--- config.mk ---
export PLATFORM = sky130hd
export DESIGN_NAME = cmos_dvp_capture_flat
export DESIGN_NICKNAME = d
export VERILOG_FILES = /design/src/rtl/cmos_dvp_capture_if.sv /design/src/rtl/cmos_dvp_capture.sv /design/src/flat_wrapper.sv
export SDC_FILE = /design/constraint.sdc
export NUM_CORES = 1
export LEC_CHECK = 0
export ABC_AREA = 1
export CORE_MARGIN = 3
export CORE_UTILIZATION = 50
export DETAILED_ROUTE_END_ITERATION = 10
export PLACE_DENSITY = 0.78
export REMOVE_ABC_BUFFERS = 1
export SLEW_MARGIN = 15
export SYNTH_ARGS = -nofsm -noshare
export SYNTH_HDL_FRONTEND = slang
export SYNTH_SLANG_ARGS = --single-unit
--- constraint.sdc ---
create_clock -name iCLK -period 4.6 [get_ports iCLK]
set_input_delay 0.46 -clock iCLK [delete_from_list [all_inputs] [get_ports iCLK]]
set_output_delay 0.46 -clock iCLK [all_outputs]
set_load 0.01 [all_outputs]
--- src/rtl/cmos_dvp_capture_if.sv ---
// Sensor-side DVP signals plus the assembled pixel stream of the capture block.
`timescale 1ns/1ps
interface cmos_dvp_capture_if #(
    parameter int unsigned DW  = 8,
    parameter int unsigned BPP = 2
);
    logic              Init_Done;
    logic              cfg_en;
    logic [DW-1:0]     CMOS_iDATA;
    logic              CMOS_VSYNC;
    logic              CMOS_HREF;
    logic [BPP*DW-1:0] pix_data;
    logic              pix_valid;
    logic [11:0]       pix_x;
    logic [11:0]       pix_y;
    logic              frame_start;
    logic              frame_end;
    logic              line_end;
    logic              err_partial;
    logic [7:0]        frame_cnt;
    logic [11:0]       line_width;

    // Sensor / controller side
    modport master (
        output Init_Done, cfg_en, CMOS_iDATA, CMOS_VSYNC, CMOS_HREF,
        input  pix_data, pix_valid, pix_x, pix_y, frame_start, frame_end,
               line_end, err_partial, frame_cnt, line_width
    );

    // Capture block side
    modport slave (
        input  Init_Done, cfg_en, CMOS_iDATA, CMOS_VSYNC, CMOS_HREF,
        output pix_data, pix_valid, pix_x, pix_y, frame_start, frame_end,
               line_end, err_partial, frame_cnt, line_width
    );
endinterface

--- src/rtl/cmos_dvp_capture.sv ---
// DVP camera capture: frame skipping after enable, byte-to-pixel assembly,
// pixel coordinates and frame/line strobes, all in the sensor PCLK domain.
`timescale 1ns/1ps
module cmos_dvp_capture #(
    parameter int unsigned DW            = 8,
    parameter int unsigned BPP           = 2,
    parameter int unsigned SKIP_FRAMES   = 10,
    parameter bit          VS_ACT_LOW    = 1'b1,
    parameter bit          HREF_ACT_HIGH = 1'b1
) (
    input logic               iCLK,
    input logic               iRST,
    cmos_dvp_capture_if.slave bus
);
    localparam int unsigned PW  = BPP * DW;
    localparam int unsigned CW  = 12;
    localparam int unsigned SKW = 8;
    localparam int unsigned BCW = (BPP > 1) ? $clog2(BPP) : 1;
    localparam logic [BCW-1:0] BC_LAST   = BCW'(BPP - 1);
    localparam logic [SKW-1:0] SKIP_LAST = SKW'(SKIP_FRAMES - 1);
    localparam logic [CW-1:0]  CNT_MAX   = '1;

    typedef enum logic [1:0] {IDLE, SKIP, WAIT_VS, CAPTURE} state_t;

    state_t          state_q, state_nxt;
    logic [DW-1:0]   data_r;
    logic            vs_r, hr_r;
    logic            vs_act_d, hr_eff_d;
    logic [SKW-1:0]  skip_cnt;
    logic [BCW-1:0]  byte_cnt;
    logic [PW-1:0]   acc;
    logic [PW-1:0]   acc_nxt;
    logic [CW-1:0]   x_cnt, y_cnt;
    logic            fs_nxt, fe_nxt;

    logic vs_act, hr_act, hr_eff, vs_rise, vs_fall, hr_fall, capturing;

    // HREF only counts inside an active frame
    assign vs_act    = VS_ACT_LOW    ? ~vs_r : vs_r;
    assign hr_act    = HREF_ACT_HIGH ? hr_r  : ~hr_r;
    assign hr_eff    = hr_act & vs_act;
    assign vs_rise   = vs_act & ~vs_act_d;
    assign vs_fall   = ~vs_act & vs_act_d;
    assign hr_fall   = ~hr_eff & hr_eff_d;
    assign capturing = (state_q == CAPTURE);
    assign acc_nxt   = PW'({acc, data_r});

    always_ff @(posedge iCLK or posedge iRST) begin
        if (iRST) state_q <= IDLE;
        else      state_q <= state_nxt;
    end

    always_comb begin
        state_nxt = state_q;
        fs_nxt    = 1'b0;
        fe_nxt    = 1'b0;
        case (state_q)
            IDLE: begin
                if (bus.Init_Done && bus.cfg_en)
                    state_nxt = (SKIP_FRAMES == 0) ? WAIT_VS : SKIP;
            end
            SKIP: begin
                if (vs_fall && (skip_cnt == SKIP_LAST)) state_nxt = WAIT_VS;
            end
            WAIT_VS: begin
                if (vs_rise) begin
                    state_nxt = CAPTURE;
                    fs_nxt    = 1'b1;
                end
            end
            CAPTURE: begin
                if (vs_fall) begin
                    fe_nxt    = 1'b1;
                    state_nxt = bus.cfg_en ? WAIT_VS : IDLE;
                end
            end
            default: state_nxt = IDLE;
        endcase
        // Losing sensor init abandons everything, including a frame in flight
        if (!bus.Init_Done) begin
            state_nxt = IDLE;
            fs_nxt    = 1'b0;
            fe_nxt    = 1'b0;
        end
    end

    always_ff @(posedge iCLK or posedge iRST) begin
        if (iRST) begin
            data_r          <= '0;
            vs_r            <= VS_ACT_LOW;
            hr_r            <= ~HREF_ACT_HIGH;
            vs_act_d        <= 1'b0;
            hr_eff_d        <= 1'b0;
            skip_cnt        <= '0;
            byte_cnt        <= '0;
            acc             <= '0;
            x_cnt           <= '0;
            y_cnt           <= '0;
            bus.pix_data    <= '0;
            bus.pix_valid   <= 1'b0;
            bus.pix_x       <= '0;
            bus.pix_y       <= '0;
            bus.frame_start <= 1'b0;
            bus.frame_end   <= 1'b0;
            bus.line_end    <= 1'b0;
            bus.err_partial <= 1'b0;
            bus.frame_cnt   <= '0;
            bus.line_width  <= '0;
        end else begin
            data_r          <= bus.CMOS_iDATA;
            vs_r            <= bus.CMOS_VSYNC;
            hr_r            <= bus.CMOS_HREF;
            vs_act_d        <= vs_act;
            hr_eff_d        <= hr_eff;
            bus.frame_start <= fs_nxt;
            bus.frame_end   <= fe_nxt;
            bus.pix_valid   <= 1'b0;
            bus.line_end    <= 1'b0;
            bus.err_partial <= 1'b0;

            if (fe_nxt) bus.frame_cnt <= bus.frame_cnt + 8'd1;

            if (state_q != SKIP) skip_cnt <= '0;
            else if (vs_fall)    skip_cnt <= skip_cnt + 8'd1;

            if (fs_nxt) begin
                x_cnt    <= '0;
                y_cnt    <= '0;
                byte_cnt <= '0;
            end else if (capturing && hr_eff) begin
                acc <= acc_nxt;
                if (byte_cnt == BC_LAST) begin
                    byte_cnt      <= '0;
                    bus.pix_valid <= 1'b1;
                    bus.pix_data  <= acc_nxt;
                    bus.pix_x     <= x_cnt;
                    bus.pix_y     <= y_cnt;
                    if (x_cnt != CNT_MAX) x_cnt <= x_cnt + 12'd1;
                end else begin
                    byte_cnt <= byte_cnt + 1'b1;
                end
            end else if (capturing && hr_fall) begin
                // Bytes of an unfinished pixel are simply abandoned in acc
                bus.line_end    <= 1'b1;
                bus.err_partial <= (byte_cnt != '0);
                bus.line_width  <= x_cnt;
                x_cnt           <= '0;
                byte_cnt        <= '0;
                if (y_cnt != CNT_MAX) y_cnt <= y_cnt + 12'd1;
            end
        end
    end
endmodule

--- src/flat_wrapper.sv ---
// flat-port wrapper written by rule: the top's interface ports become plain ports
module cmos_dvp_capture_flat 
#(
    parameter int unsigned DW            = 8,
    parameter int unsigned BPP           = 2,
    parameter int unsigned SKIP_FRAMES   = 10,
    parameter bit          VS_ACT_LOW    = 1'b1,
    parameter bit          HREF_ACT_HIGH = 1'b1
)
  (iCLK, iRST, bus_Init_Done, bus_cfg_en, bus_CMOS_iDATA, bus_CMOS_VSYNC, bus_CMOS_HREF, bus_pix_data, bus_pix_valid, bus_pix_x, bus_pix_y, bus_frame_start, bus_frame_end, bus_line_end, bus_err_partial, bus_frame_cnt, bus_line_width);
  cmos_dvp_capture_if #(.DW(DW), .BPP(BPP)) bus_i ();
  input logic iCLK;
  input logic iRST;
  input wire logic [$bits(bus_i.Init_Done)-1:0] bus_Init_Done;
  input wire logic [$bits(bus_i.cfg_en)-1:0] bus_cfg_en;
  input wire logic [$bits(bus_i.CMOS_iDATA)-1:0] bus_CMOS_iDATA;
  input wire logic [$bits(bus_i.CMOS_VSYNC)-1:0] bus_CMOS_VSYNC;
  input wire logic [$bits(bus_i.CMOS_HREF)-1:0] bus_CMOS_HREF;
  output wire logic [$bits(bus_i.pix_data)-1:0] bus_pix_data;
  output wire logic [$bits(bus_i.pix_valid)-1:0] bus_pix_valid;
  output wire logic [$bits(bus_i.pix_x)-1:0] bus_pix_x;
  output wire logic [$bits(bus_i.pix_y)-1:0] bus_pix_y;
  output wire logic [$bits(bus_i.frame_start)-1:0] bus_frame_start;
  output wire logic [$bits(bus_i.frame_end)-1:0] bus_frame_end;
  output wire logic [$bits(bus_i.line_end)-1:0] bus_line_end;
  output wire logic [$bits(bus_i.err_partial)-1:0] bus_err_partial;
  output wire logic [$bits(bus_i.frame_cnt)-1:0] bus_frame_cnt;
  output wire logic [$bits(bus_i.line_width)-1:0] bus_line_width;
  assign bus_i.Init_Done = bus_Init_Done;
  assign bus_i.cfg_en = bus_cfg_en;
  assign bus_i.CMOS_iDATA = bus_CMOS_iDATA;
  assign bus_i.CMOS_VSYNC = bus_CMOS_VSYNC;
  assign bus_i.CMOS_HREF = bus_CMOS_HREF;
  assign bus_pix_data = bus_i.pix_data;
  assign bus_pix_valid = bus_i.pix_valid;
  assign bus_pix_x = bus_i.pix_x;
  assign bus_pix_y = bus_i.pix_y;
  assign bus_frame_start = bus_i.frame_start;
  assign bus_frame_end = bus_i.frame_end;
  assign bus_line_end = bus_i.line_end;
  assign bus_err_partial = bus_i.err_partial;
  assign bus_frame_cnt = bus_i.frame_cnt;
  assign bus_line_width = bus_i.line_width;
  cmos_dvp_capture #(.DW(DW), .BPP(BPP), .SKIP_FRAMES(SKIP_FRAMES), .VS_ACT_LOW(VS_ACT_LOW), .HREF_ACT_HIGH(HREF_ACT_HIGH)) u_core (.iCLK(iCLK), .iRST(iRST), .bus(bus_i));
endmodule
==> summary.txt <==
Layout
  • Synthesis-to-finish area growth: 27.17%
  • Fill cell count: ~800
  • Number of diodes: 0
  • Area of the multi-input gates: ~1900 sq um
  • Fin nets: just over 700
  • Register area: between 3000 and 4000 sq um
  • Final Cell Area: between 6000 and 7000 sq um
  • Share of layout cells above drive strength 1: 10.01%

Setup path
  • CP bufs+invs: 2
  • R2R Path Start: u_core.state_q[0]$_DFFE_PP0P_
  • Setup crit start: u_core.state_q[0]$_DFFE_PP0P_
  • Critical path's largest stage delay: 0.68 ns
  • Cell family with most CP delay: simple AND/OR/NAND/NOR gates
  • Worst Path Required: just under 5 ns
  • Critical path, cell by cell: nand2_2 -> clkinv_4 -> nand2_4 -> nor2_1 -> inv_2 -> nand2_1 -> o21ai_1
  • CP Depth: 7
  • Crit path capture type: flop
  • Critical path's slowest cell: nor2_1
  • CP arrival: 2.94 ns
  • Worst setup path class: reg -> reg
  • CP startpoint kind: flop
  • CP max FO: 71
  • Cells on worst reg2reg path: 7

Floorplanning
  • Die Y: roughly 110 um
  • # rows: 36
  • Die width: between 100 and 150 um
  • Area of the die: approximately 12000 sq um
  • Core Box Area: between 9000 and 10000 sq um
  • Top Ports: approximately 80
  • Initial Util: between 50 and 60%

Synthesis
  • Mapped Cells: between 600 and 700
  • Mean Syn Cell Area: approximately 8.6 sq um
  • Yosys warns: 0
  • Sequential share of the synthesized area: roughly 57%
  • XOR/XNOR Fraction of Synth Area: 1.663%
  • Simple-Gate Fraction of Synth Area: between 20% and 30%
  • Post-synthesis mux area share: 0%
  • Post-synthesis compound-gate area fraction: approximately 7.7%
  • Dominant synthesized flop cell: dfrtp_1
  • Synthesized cell area: roughly 5300 sq um
  • Synth Area in Adders: between 1 and 1.5%
  • Largest family of logic cells by synthesized area: simple AND/OR/NAND/NOR gates
  • Synth cell types: 32
  • Seq cells post-synth: 120
  • Post-synth EDFFs: 0
  • Asr flop ratio synth: between 90% and 100%

Timing
  • Max Fclk: 382.7 MHz
  • Max-Slew Margin vs Limit: 26.92%
  • Slew @ Worst Pin: between 1 and 1.5 ns
  • Unrepaired setup endpoints after global routing: no
  • Fin. Hold Viols: 0
  • Final setup fails: 0
  • Setup TNS: 0 ns
  • Clock period minus worst slack: ~2.6 ns
  • Worst Skew: around 0.0096 ns
  • Count of pins over their slew limit: 0
  • Period Utilization, post-route: a little under three fifths

Global route
  • Gr ovfl total: 0
  • Grt met2 use: between 30 and 40%
  • First-pass GRT wire length: ~19 mm
  • Initial antenna violation count: 0
  • Layer with the highest usage: met2
  • Overall Global Routing Usage: about 20%
  • Largest net degree at the start of global routing: 72
  • GRT met3 Usage: between 4 and 5%
  • Met1 Use GR: between 20% and 30%
  • Vias in the first global route: just over 4000

Route
  • DRT Pass-1 Iters: 7
  • Vias: 4277
  • Vias per std cell: 5.080
  • Drt wl/cell: 13.36 um
  • DRC viols: 0
  • Antenna Violating Nets Remaining: 0
  • Routed WL: 11.25 mm
  • Initial drt markers: roughly 290

Run
  • Max Cap Violations: 0

Clock network
  • Reg clk slew, reported paths: roughly 0.060 ns
  • Post-CTS Repair Setup Buffers: 0
  • Root Buffer: clkbuf_8
  • Max H-tree Level: 4
  • CTS tree: done
  • Sink Count: 120
  • Post-CTS sizing: 0
  • Num CTS Buffers: 17
  • Cts hold-fix bufs: 0
  • Clk_lat worst skew: roughly 0.5 ns
  • Worst-case clock buffer depth: 2

Min path
  • Min-delay worst type: in -> reg
  • Hold path startpoint: bus_CMOS_iDATA[6]
  • Min-Delay Path Depth: 1

Power
  • Worst vdd ir: a little under 0.3 mV
  • Power per Cell Area: 466.4 nW/um^2
  • Total power: between 3 and 4 mW
  • LEAKAGE: 3.058 nW

Placement
  • RePlAce Congestion: around 0.84
  • # port buffers: 78
  • Detail Placement HPWL: 7.780 mm
  • Placed cell areas: a little over 6000 sq um

Run status
  • Status: finished clean
==> kinds of logic (layout without fill, tap and decap cells) <==
group / Yosys count / in the layout
and+or+nand+nor: 321 / 321
DFF: 120 / 120
buffers and inverters: 80 / 176
AOI/OAI and AO/OA: 77 / 77
xor gates and xnor gates: 10 / 10
adders and majority gates: 5 / 5
==> final cells by class <==
| cell class | instances | area share [%] |
|---|---|---|
| clock buffer | 18 | 6.388 |
| clock inverter | 14 | 1.886 |
| inverter | 64 | 3.736 |
| multi-input combinational | 413 | 28.78 |
| sequential | 120 | 44.84 |
| tap | 133 | 2.484 |
| timing repair buffer | 80 | 11.88 |
==> cells in the mapped netlist (10+ instances only) <==
cell,instances,share of area (%)
buf_2,10,0.95
dfrtp_1,119,57
inv_1,52,3.7
inv_2,10,0.71
nand2_1,204,15
nand3_1,24,2.3
nand4_1,13,1.5
nor2_1,58,4.1
o21ai_0,33,3.1
o21ai_1,33,3.1
==> flip-flops by register name, indices dropped and copies added (netlist names) <==
name / count
u_core.bus.frame_start: 1
u_core.x_cnt: 12
u_core.bus.frame_end: 1
u_core.bus.pix_data: 16
u_core.hr_eff_d: 1
u_core.hr_act: 1
u_core.bus.frame_cnt: 8
u_core.skip_cnt: 8
u_core.data_r: 8
u_core.bus.line_end: 1
u_core.vs_act_d: 1
u_core.bus.err_partial: 1
u_core.bus.line_width: 12
u_core.state_q: 2
u_core.y_cnt: 12
u_core.byte_cnt: 1
u_core.bus.pix_valid: 1
u_core.bus.pix_y: 12
u_core.acc: 8
u_core.vs_r: 1
u_core.bus.pix_x: 12
==> metrics by stage <==
step	util (%)	cells	hold WS [ns]	setup slack [ns]
final	66.99	842	0.3895	1.987
after global routing	66.99	842	0.3785	1.644
after CTS	66.99	842	0.3758	1.939
after detailed placement	61.45	810	0.4630	1.968
after global placement	61.45	810	0.4529	2.082
after floorplan	-	597	0.4491	0.9558
==> worst reg2reg max path, delay by kind of cell (launching register included) <==
kind	cells	cell delay (ns)
simple gates	4	1.15
buf+inv	2	0.76
flops	1	0.44
compound gates	1	0.10
==> power by group <==
group          internal, mW  total, mW  leakage, nW  switching (mW)
clock                 0.732       1.22        0.271           0.487
sequential             1.22       1.33         1.61           0.119
combinational         0.266      0.571         1.18           0.305
==> worst paths after layout <==
| check | endpoint | slack [ns] |
|---|---|---|
| max in group asynchronous | u_core.vs_r$_DFF_PP1_ | 3.28 |
| worst max register to register | u_core.bus.pix_y[0]$_DFFE_PP0P_ | 1.99 |
| worst max-delay path | u_core.bus.pix_y[0]$_DFFE_PP0P_ | 1.99 |
| worst min-delay path | u_core.data_r[6]$_DFF_PP0_ | 0.39 |
| worst min register to register | u_core.vs_act_d$_DFF_PP0_ | 0.47 |
| min in group asynchronous | u_core.bus.pix_data[1]$_DFFE_PP0P_ | 0.41 |
==> cells in the final DEF (no fill, tap or decap), types with 6 or more instances in the layout <==
cell type        synthesis  layout
clkbuf_16                0      16
clkdlybuf4s50_1          0      78
clkinv_4                 1       6
dfrtp_1                119     119
inv_1                   52      51
inv_2                   10      10
nand2_1                204     204
nand3_1                 24      24
nand4_1                 13      13
nor2_1                  58      58
o21ai_0                 33      33
o21ai_1                 33      33
==> layer usage <==
layer  vias up  share of wire [%]
li1       2099                  -
met1      2036                 44
met2       127                 49
met3        15                5.3
met4         0                1.1
met5         -                  0
(Power assumes the default switching activity.)
